[config.mk]
export PLATFORM = sky130hd
export DESIGN_NAME = regfile_writeback
export DESIGN_NICKNAME = d
export VERILOG_FILES = /design/src/rtl/regfile_writeback.sv
export SDC_FILE = /design/constraint.sdc
export NUM_CORES = 1
export LEC_CHECK = 0
export BUFFER_PORTS_ARGS = -buffer_cell sky130_fd_sc_hd__clkbuf_2
export CORE_ASPECT_RATIO = 1.2
export CORE_MARGIN = 8
export CORE_UTILIZATION = 45
export CTS_CLUSTER_DIAMETER = 80
export DETAILED_ROUTE_END_ITERATION = 16
export GPL_ROUTABILITY_DRIVEN = 0
export PLACE_DENSITY = 0.67
export SYNTH_ARGS = -nofsm -noshare
export SYNTH_HDL_FRONTEND = slang
export SYNTH_SLANG_ARGS = --single-unit
[constraint.sdc]
create_clock -name clk -period 2.6 [get_ports clk]
set_input_delay 0 -clock clk [delete_from_list [all_inputs] [get_ports clk]]
set_output_delay 0 -clock clk [all_outputs]
set_load 0.01 [all_outputs]
[src/rtl/regfile_writeback.sv]
// Write-back arbiter for the register bank: merges ALU and queued load results
// onto one write port, diverts r15 results to the PC, and tracks pending writes.
module regfile_writeback #(
  parameter int LOAD_FIFO_DEPTH = 4
) (
  input  logic                                clk,
  input  logic                                rstN,
  input  logic                                issueValid,
  input  logic [3:0]                          issueAddress,
  input  logic                                aluValid,
  input  logic [3:0]                          aluAddress,
  input  logic [31:0]                         aluData,
  output logic                                aluReady,
  input  logic                                loadValid,
  input  logic [3:0]                          loadAddress,
  input  logic [31:0]                         loadData,
  output logic                                loadReady,
  output logic                                writeEnabled,
  output logic [3:0]                          writeAddress,
  output logic [31:0]                         writeData,
  output logic                                pcWriteValid,
  output logic [31:0]                         pcWriteData,
  input  logic [3:0]                          queryAddress1,
  input  logic [3:0]                          queryAddress2,
  output logic                                hazard1,
  output logic                                hazard2,
  output logic [15:0]                         pending,
  output logic [$clog2(LOAD_FIFO_DEPTH):0]    loadCount
);

  localparam int PW = $clog2(LOAD_FIFO_DEPTH);
  localparam int CW = PW + 1;
  localparam logic [3:0] PC_REG = 4'd15;

  typedef struct packed {
    logic [3:0]  addr;
    logic [31:0] data;
  } wb_entry_t;

  wb_entry_t         fifo_mem [LOAD_FIFO_DEPTH];
  logic [PW-1:0]     wr_ptr_q, rd_ptr_q;
  logic [CW-1:0]     count_q, count_d;
  logic              fifo_full, fifo_empty;
  logic              enq, deq;

  logic              win_valid;
  wb_entry_t         win;

  logic              write_en_q, pc_valid_q;
  logic [3:0]        write_addr_q;
  logic [31:0]       write_data_q, pc_data_q;
  logic [15:0]       pending_q, pending_d;

  assign fifo_full  = (count_q == CW'(LOAD_FIFO_DEPTH));
  assign fifo_empty = (count_q == '0);
  assign loadReady  = ~fifo_full;
  assign aluReady   = ~fifo_full;
  assign enq        = loadValid & ~fifo_full;

  // A full FIFO takes the port so a continuous ALU stream cannot starve loads.
  always_comb begin
    // NOTE: every always_comb output gets a default first, otherwise a path
    // that skips the assignment infers a latch.
    win_valid = 1'b0;
    win       = '{addr: aluAddress, data: aluData};
    deq       = 1'b0;
    if (fifo_full) begin
      win_valid = 1'b1;
      win       = fifo_mem[rd_ptr_q];
      deq       = 1'b1;
    end else if (aluValid) begin
      win_valid = 1'b1;
    end else if (!fifo_empty) begin
      win_valid = 1'b1;
      win       = fifo_mem[rd_ptr_q];
      deq       = 1'b1;
    end
  end

  always_comb begin
    unique case ({enq, deq})
      2'b10:   count_d = count_q + CW'(1);
      2'b01:   count_d = count_q - CW'(1);
      default: count_d = count_q;
    endcase
  end

  // NOTE: the FIFO storage is deliberately not reset; occupancy is governed
  // solely by the pointers and count, so stale entries are never observed.
  always_ff @(posedge clk) begin
    if (enq) fifo_mem[wr_ptr_q] <= '{addr: loadAddress, data: loadData};
  end

  // NOTE: sequential state uses non-blocking assignments so every flop samples
  // pre-edge values regardless of block ordering.
  always_ff @(posedge clk or negedge rstN) begin
    if (!rstN) begin
      wr_ptr_q <= '0;
      rd_ptr_q <= '0;
      count_q  <= '0;
    end else begin
      if (enq) wr_ptr_q <= wr_ptr_q + PW'(1);
      if (deq) rd_ptr_q <= rd_ptr_q + PW'(1);
      count_q <= count_d;
    end
  end

  always_ff @(posedge clk or negedge rstN) begin
    if (!rstN) begin
      write_en_q   <= 1'b0;
      write_addr_q <= '0;
      write_data_q <= '0;
      pc_valid_q   <= 1'b0;
      pc_data_q    <= '0;
    end else begin
      write_en_q <= 1'b0;
      pc_valid_q <= 1'b0;
      if (win_valid) begin
        if (win.addr == PC_REG) begin
          pc_valid_q <= 1'b1;
          pc_data_q  <= win.data;
        end else begin
          write_en_q   <= 1'b1;
          write_addr_q <= win.addr;
          write_data_q <= win.data;
        end
      end
    end
  end

  // The clear lands on the same edge the bank captures the data; set wins a tie.
  always_comb begin
    pending_d = pending_q;
    if (write_en_q) pending_d[write_addr_q] = 1'b0;
    if (issueValid && issueAddress != PC_REG) pending_d[issueAddress] = 1'b1;
    pending_d[15] = 1'b0;
  end

  always_ff @(posedge clk or negedge rstN) begin
    if (!rstN) pending_q <= '0;
    else       pending_q <= pending_d;
  end

  assign writeEnabled = write_en_q;
  assign writeAddress = write_addr_q;
  assign writeData    = write_data_q;
  assign pcWriteValid = pc_valid_q;
  assign pcWriteData  = pc_data_q;
  assign pending      = pending_q;
  assign loadCount    = count_q;
  assign hazard1      = (queryAddress1 != PC_REG) & pending_q[queryAddress1];
  assign hazard2      = (queryAddress2 != PC_REG) & pending_q[queryAddress2];

endmodule

### After elaboration in Yosys (flattened, before gate mapping)

Memories as Yosys holds them, arrays and structs flattened.
Index checks and enable logic that the tools add are counted.

| storage, ports and cells | value |
|---|---|
| memories | 1 |
| bits of input ports | 89 |
| flip-flop bits (word level) | 92 |
| output and inout bits | 93 |
| bits in writable memories | 144 |
| logic and storage cells | 67 |

Memory list:

| name | words | width | rd ports | clocked after Yosys merged registers in | wr ports | RTL line | source |
|---|---|---|---|---|---|---|---|
| fifo_mem | 4 | 36 | 1 | 0 | 1 | 40 | `wb_entry_t fifo_mem [LOAD_FIFO_DEPTH];` |

| cells by class | value |
|---|---|
| reduce and logical (&&, ||, !) cells | 7 |
| bitwise operators | 8 |
| eq/ne operators | 7 |
| add/subtract/negate cells | 4 |
| $lt $le $gt $ge | 6 |
| muxes and demuxes | 25 |

Operators by type and width:

| cell | count |
|---|---|
| $mux W36 | 3 |
| $mux W15 | 2 |
| $lt A4 B5 Y1 const B | 4 |
| $and A15 B15 Y15 | 1 |
| $mux W1 | 15 |
| $not A15 Y15 | 1 |
| $or A15 B15 Y15 | 1 |
| $ne A4 B4 Y1 const B | 3 |
| $bmux W1 S4 | 2 |
| $demux W1 S4 | 2 |
| $ge A4 B1 Y1 const B | 2 |
| $pmux W3 S2 | 1 |
| $add A2 B1 Y2 const B | 2 |
| $eq A4 B4 Y1 const B | 1 |
| $reduce_and A2 Y1 | 2 |
| $add A3 B1 Y3 const B | 1 |
| $and A1 B1 Y1 | 3 |
| $eq A3 B3 Y1 const B | 1 |
| $logic_and A1 B1 Y1 | 3 |
| $logic_not A3 Y1 | 1 |
| $sub A3 B1 Y3 const B | 1 |
| $eq A2 B1 Y1 const B | 1 |
| $eq A2 B2 Y1 const B | 1 |
| $not A1 Y1 | 2 |
| $reduce_bool A2 Y1 | 1 |

### Logic depth before layout (Yosys ltp)

Gate-level depths: netlist of run 1.

| logic depth | value |
|---|---|
| depth after elaboration | 9 |
| gate-level depth with buffers | 10 |
| gate-level depth less buffers | 10 |

### Worst setup path after synthesis of run 1

Ideal clock, no wire load.

| path | value |
|---|---|
| kind | reg-to-reg |
| from | register count_q[0], in the netlist loadCount[0] |
| to | register count_q[2], in the netlist loadCount[2] |
| data required time | 2521 ps |
| cell stages (with the launch flop) | 11 |
| slack | 187 ps |
| arrival time | 2334 ps |
| path buffers | 2 |
| path through | dfrtp_1 -> o21ai_0 -> and2_1 -> clkbuf_1 -> buf_1 -> ha_1 -> inv_1 -> fa_1 -> xor2_1 -> nor2_1 -> xor2_1 |

| between the ends | value |
|---|---|
| longest elaborated chain between the ends | 6 |
| elaborated cells on any way between the ends | 13 |
| those cells by class | add/sub (2); eq/ne (3); mux (4); bitwise (2); reduce/logical (2) |

RTL lines:

| element | RTL line | source |
|---|---|---|
| start, declared | 42 | `logic [CW-1:0] count_q, count_d;` |
| start signal, assigned | 104 | `count_q <= count_d;` |
| $logic_not A3 Y1 | 55 | `assign fifo_empty = (count_q == '0);` |
| $mux W1 | 73 | `end else if (!fifo_empty) begin` |
| $mux W1 | 71 | `end else if (aluValid) begin` |
| $mux W1 | 67 | `if (fifo_full) begin` |
| $eq A2 B1 Y1 or $eq A2 B2 Y1 (tied branches) | 81 | `unique case ({enq, deq})` |
| $pmux W3 S2 or $reduce_bool A2 Y1 (tied branches) | -- |  |

Several ways; a longest one is shown, not always the timed one.
A chain may end at the register's enable or synchronous reset.

### Final worst setup path of run 1

| path | value |
|---|---|
| from | register rd_ptr_q[0] |
| to | register write_data_q[3], in the netlist writeData[3] |

| between the ends | value |
|---|---|
| longest elaborated chain between the ends | 7 |

RTL lines:

| element | RTL line | source |
|---|---|---|
| start, declared | 41 | `logic [PW-1:0] wr_ptr_q, rd_ptr_q;` |
| start signal, assigned | 103 | `if (deq) rd_ptr_q <= rd_ptr_q + PW'(1);` |
| $mem_v2 Z4 W36 (*) | -- |  |
| $mux W36 | 73 |  |
| $mux W36 | 71 |  |
| $mux W36 (*) | 67 |  |
| $eq A4 B4 Y1 | 119 | `if (win.addr == PC_REG) begin` |
| $not A1 Y1 (no line) | -- |  |
| $reduce_and A2 Y1 (no line) | -- |  |
| end signal, assigned | 125 | `write_data_q <= win.data;` |
| end, declared | 51 | `logic [31:0] write_data_q, pc_data_q;` |

Every way passes the cells marked *; elsewhere a longest branch is shown, timed or not.

==> metrics, run 1 <==
n_diodes 0; slew margin rel. 28.17%; vias per inst 5.238; post-cts sizing count 0; crit path capture type flop; count leader, synth edfxtp_1; clk slew on worst S/H paths 60 ps; Layout Nets 884; Pint 10.05 mW; fmax 433.2 MHz; initial antenna violation count 0; area grow syn2layout 31.31%; row cnt 58; number of synthesized flops with an enable pin 144; DRT Wirelength 22,060 µm; global-route wire length before repair 34,930 µm; hold-fix buffers at CTS 85; PwrDens 1170 nW/µm²; quantity of I/O buffers inserted on ports 180; Avg WL per Cell 20.49 µm; Detail Route Antenna Nets 0; final setup fails 0; Worst Skew 10.90 ps; Hold Fails Final Rpt 0; I/O pin cnt 182; Initial Util 45.76%; TritonCTS clock tree built; Post-route DRC 0; die height 175.7 µm; post-synthesis cell count 504; top cells by count, synth edfxtp_1, dfrtp_1, mux2_2; Post-Place Cells 948; largest net degree at the start of global routing 79; Post-Syn Nets 599; post-CTS setup buffer count 0; Multi-input gate area 2788 µm²; CP Launch Type flop; GRT Overall Usage 16.97%; Worst Path Required 2990 ps; Hold/Removal Path Class input pin to async pin; Comb power frac 36.2%; Worst-Margin Slew 1077 ps; peak supply drop 0.0007325 V; synth warn 0; Mapped Area 9563 µm²; worst-case clock buffer depth 3; P_leak 4.988 nW; CTS Buf Count 24; die area 26,190 µm²; WS Path Type flop to flop; fin cells 1,077; pre-CTS WS 284.0 ps; DR pass1 iterations 4; clk_lat worst skew 510 ps; Final Max Slew Viols 0; Final Critical Period 2309 ps; register area 6629 µm²; sequential-to-total area share from yosys stat 69.29%; largest area contributor in the netlist edfxtp_1; number of library cell types mapped by synthesis 42; part of the power in registers 40.4%; Critical Path AT 2700 ps; fill cell count 1,578; leading post-synthesis cells by cell area edfxtp_1, dfrtp_1, mux2_2, mux4_2, o21ai_0; top cell type's share of synthesized area 45.22%; MaxCap Viol Count 0; ys async rst share 38.98%; layout cells sized above 1 48.70%; worst r2r path cells 5; Final Cycle Share 88.79%; total grt overflow 0; TNS Setup 0 ps; Detail Placement HPWL 14,730 µm; DR vias 5,641; vias in the first global route 6,525; CTS Sinks 236; Clock Power Share 23.4%; H-tree levels 1; core area 20,900 µm²; crit-path max FO 19; sw power 4.652 mW; sw frac 31.65%; width of the die 149.1 µm; most used flip-flop cell after synthesis edfxtp_1; Yosys reg bits 236; final worst setup slack 291.4 ps; Iter 0 DRT Violations 256; status finished, final reports clean; root buffer cell clkbuf_16; average cell area after synthesis 18.97 µm²; RSZ-0062 raised after global routing false
cells by family after synthesis:
kind of cell / Yosys count / synth area share (%)
compound gates: 41 / 2.538
xor+xnor: 6 / 0.5496
fa+ha+maj: 6 / 0.8635
buf+inv: 29 / 1.635
flops: 236 / 69.29
mux: 149 / 22.86
other cells: 1 / 0.03921
simple gates: 36 / 2.224
registers in the layout, summed over array words and instances (netlist names):
name and count:
loadCount 3, wr_ptr_q 2, fifo_mem 144, writeAddress 4, writeEnabled 1, rd_ptr_q 2
pending 15, pcWriteData 32, pcWriteValid 1, writeData 32
critical path: stages, from the launching register on:
cell      delay (ps)
dfrtp_2          450
mux4_2           540
and3_4           220
a211oi_4         370
buf_12           240
mux2_2           360
power by group through the flow:
| stage | sequential (mW) | combinational, mW | clock, mW |
|---|---|---|---|
| final | 5.93 | 5.33 | 3.44 |
| after global routing | 6.08 | 5.80 | 3.67 |
| after CTS | 5.94 | 5.44 | 3.52 |
| after detailed placement | 6.00 | 5.28 | 0 |
| after global placement | 5.91 | 5.11 | 0 |
| after floorplan | 6.13 | 3.15 | 0 |
routing by layer:
metal,part of all wire (%),vias to the layer above,global-route usage (%)
met5,0,-,0
met3,7.1,34,4.325
met4,2.0,0,5.183
li1,-,2549,-
met2,52,192,30.32
met1,39,2866,19.49
through the flow:
step                      instance area (µm²)  total power [mW]  hold WS, ps  util (%)
final                                   12560             14.70        235.3     60.08
after global placement                  10900             11.02        213.7     52.13
after global routing                    12560             15.55        242.6     60.08
after CTS                               12560             14.90        227.7     60.08
after floorplan                          9563             9.286       -295.6         -
after detailed placement                10900             11.28        220.3     52.13
layout by cell type (no fill, tap or decap), types with 5 or more instances in the layout:
master,Yosys,final
buf_12,0,7
buf_4,3,11
clkbuf_16,0,24
clkbuf_2,0,179
clkinvlp_4,0,7
dfrtp_1,92,90
dlygate4sd3_1,0,85
edfxtp_1,144,144
ha_1,5,5
inv_1,6,6
mux2_2,89,89
mux2_4,8,8
mux2i_1,5,5
mux4_2,43,43
nand2_1,7,7
o21ai_0,32,32
worst paths after layout:
check	slack [ps]	startpoint	to
worst min-delay path	240	rstN	pcWriteValid$_DFF_PN0_
min in group clk	240	loadData[9]	fifo_mem[1][9]$_DFFE_PP_
worst max-delay path	290	rd_ptr_q[0]$_DFFE_PN0N_	writeData[3]$_DFFE_PN0P_
worst max register to register	290	rd_ptr_q[0]$_DFFE_PN0N_	writeData[3]$_DFFE_PN0P_
worst min register to register	490	pcWriteData[0]$_DFFE_PN0P_	pcWriteData[0]$_DFFE_PN0P_
max in group asynchronous	1590	rstN	writeData[22]$_DFFE_PN0P_
layout make-up:
cell class	instances	area share, %
clock inverter	19	1.644
clock buffer	25	4.813
sequential	236	52.79
timing repair buffer	282	15.68
tap	270	2.690
inverter	6	0.1794
multi-input combinational	239	22.20
No activity file was read; power rests on OpenSTA's default activity.
==> inputs of run 2 (changes only) <==
- ABC_AREA: default -> 1
- PLACE_DENSITY: 0.67 -> 0.66
==> metrics, run 2 <==
status finished, final reports clean; crit-path max FO 34; Crit Reg-Reg Startpoint rd_ptr_q[1]$_DFFE_PN0N_; core area 22,450 µm²; fill cell count 1,913; total grt overflow 0; largest reg by FF count fifo_mem; Worst-Margin Slew 787.7 ps; Post-route DRC 0; crit path capture type flop; CTS Buf Count 24; hold_sp aluData[4]; CP Launch Type flop; Avg WL per Cell 17.63 µm; Critical Path AT 2740 ps; MaxCap Viol Count 0; hold slack final 23.77 ps; RSZ-0062 raised after global routing false; root buffer cell clkbuf_16; Detail Route Antenna Nets 0; WS Path Type flop to flop; P_leak 5.869 nW; leading cell type in the layout, fill and taps excluded nand2_1; final core occ 58.33%; Synth Area in Simple Gates 22.76%; Final Cycle Share 90.07%; Hold Fails Final Rpt 0; Layout Nets 1,383; Hold/Removal Path Class input pin to flop; final design area excluding fillers 13,090 µm²; DR vias 8,192; Worst Skew 11.52 ps; Final Critical Period 2342 ps; I/O pin cnt 182; most used flip-flop cell after synthesis edfxtp_1; placed inst area 11,520 µm²; width of the die 153.9 µm; slew margin rel. 47.43%; DRT Wirelength 27,990 µm; Yosys reg bits 236; top cells by count, synth nand2_1, nor2_1, edfxtp_1; main combinational cell family by area after synthesis simple AND/OR/NAND/NOR gates; largest area contributor in the netlist edfxtp_1; vias in the first global route 8,350; multiplexer share of the synthesized area 0%; Mapped Area 10,270 µm²; average cell area after synthesis 9.941 µm²; Comb power frac 43.1%; post-cts sizing count 0; Hold Path Depth 6; area grow syn2layout 27.50%; GRT Overall Usage 20.06%; worst r2r path cells 10; Reg2Reg Capture Point pcWriteData[15]$_DFFE_PN0P_; layout cells sized above 1 24.58%; number of synthesized flops with an enable pin 144; die height 181.5 µm; Iter 0 DRT Violations 630; FF-to-FF setup slack 260 ps; H-tree levels 1; final setup fails 0; Worst Path Required 3000 ps; top cell type's share of synthesized area 42.11%; Post-Syn Nets 1,128; ys async rst share 38.98%; global-route wire length before repair 45,120 µm; most frequent cells in the layout nand2_1, clkbuf_2, nor2_1, edfxtp_1, o21ai_0; Initial Util 45.75%; adder-cell share of the synthesized area 0.8042%; clk slew on worst S/H paths 60 ps; row cnt 60; initial antenna violation count 2; sequential-to-total area share from yosys stat 64.53%; clk_lat worst skew 510 ps; post-synthesis cell count 1,033; Clock Power Share 20.4%; PwrDens 1239 nW/µm²; Worst Hold End writeData[4]$_DFFE_PN0P_; final worst setup slack 258.3 ps; DR pass1 iterations 5; TritonCTS clock tree built; post-synthesis xor/xnor area fraction 0.3412%; fmax 427.0 MHz; sw frac 41.01%; Detail Placement HPWL 18,600 µm; CTS Sinks 236; die area 27,930 µm²; sw power 6.651 mW; leading post-synthesis cells by cell area edfxtp_1, dfrtp_1, nand2_1, nor2_1, o21ai_0; number of library cell types mapped by synthesis 37; max reg flops 144; quantity of I/O buffers inserted on ports 180; part of the power in registers 36.5%; Final Max Slew Viols 0; count leader, synth nand2_1; vias per inst 5.162; pre-CTS WS -33.60 ps; peak supply drop 0.0006687 V; Pint 9.567 mW; synth warn 0; Synth Area in Compound Gates 6.251%; largest net degree at the start of global routing 64; worst-case clock buffer depth 3
-- run 2: worst max path at each step --
stage	to	cells past startpoint	startpoint	slack (ps)
2_1_floorplan	fifo_mem[0][0]$_DFFE_PP_	4	loadCount[0]$_DFFE_PN0P_	-230
3_3_place_gp	pcWriteData[3]$_DFFE_PN0P_	11	loadCount[1]$_DFFE_PN0P_	20
3_5_place_dp	pcWriteData[11]$_DFFE_PN0P_	11	loadCount[0]$_DFFE_PN0P_	-30
4_1_cts	pcWriteData[21]$_DFFE_PN0P_	11	loadCount[0]$_DFFE_PN0P_	130
5_1_grt	pcWriteData[21]$_DFFE_PN0P_	10	rd_ptr_q[1]$_DFFE_PN0N_	50
6_report	pcWriteData[15]$_DFFE_PN0P_	10	rd_ptr_q[1]$_DFFE_PN0N_	260
-- run 2: final cells by class --
type	instances	area, µm²	share of cell area, %
clock inverter	9	61.31	0.4683
clock buffer	35	715.7	5.466
timing repair buffer	285	1934	14.77
antenna	2	5.005	0.03823
inverter	70	262.8	2.007
multi-input combinational	671	3137	23.96
tap	279	349.1	2.666
sequential	236	6628	50.62
-- run 2: logic make-up after synthesis --
logic type / after synthesis
AOI/OAI and AO/OA: 124
other: 1
adders and majority gates: 6
xor gates and xnor gates: 4
and+or+nand+nor: 535
buffers and inverters: 127
DFF: 236
-- run 2: layer usage --
metal / share of wire, % / GRT usage, % / up-vias / routed length, µm
met3: 5.9 / 2.969 / 52 / 1648
met4: 2.8 / 6.596 / 0 / 782
met1: 42 / 25.36 / 3907 / 11680
li1: - / - / 3963 / -
met5: 0 / 0 / - / 0
met2: 50 / 34.74 / 270 / 13870
-- run 2: power groups by stage --
stage                     sequential, mW  clock [mW]  combinational (mW)
after floorplan                     6.13           0                4.20
after global placement              5.96           0                6.71
after detailed placement            5.99           0                6.81
after CTS                           5.92        3.37                7.01
after global routing                6.05        3.52                7.88
final                               5.93        3.31                6.99
-- run 2: through the flow --
stage               total power, mW  TNS (ps)  instances
floorplan                     10.32    -33040       1033
global placement              12.68         0       1461
detailed placement            12.80    -362.1       1461
CTS                           16.30         0       1583
global route                  17.45         0       1587
finish                        16.22         0       1587
-- run 2: critical path: stages (launching register included) --
cell and delay, ps:
dfrtp_1 500, clkinv_1 100, buf_4 400, nand2_1 140, nand3_1 120, nand2_1 120, nor2_4 200, nand3_2 280
buf_12 250, nand2_1 60, nand2_1 50
-- run 2: timing repair --
| item | in CTS | in global routing |
|---|---|---|
| hold endpoints to repair | 263 | 0 |
| hold buffers | 77 | 0 |
| setup buffers | 0 | 2 |
| pin swaps | 1 | 1 |
| gates cloned | 1 | 0 |
| endpoints found under the setup margin | 22 | 22 |
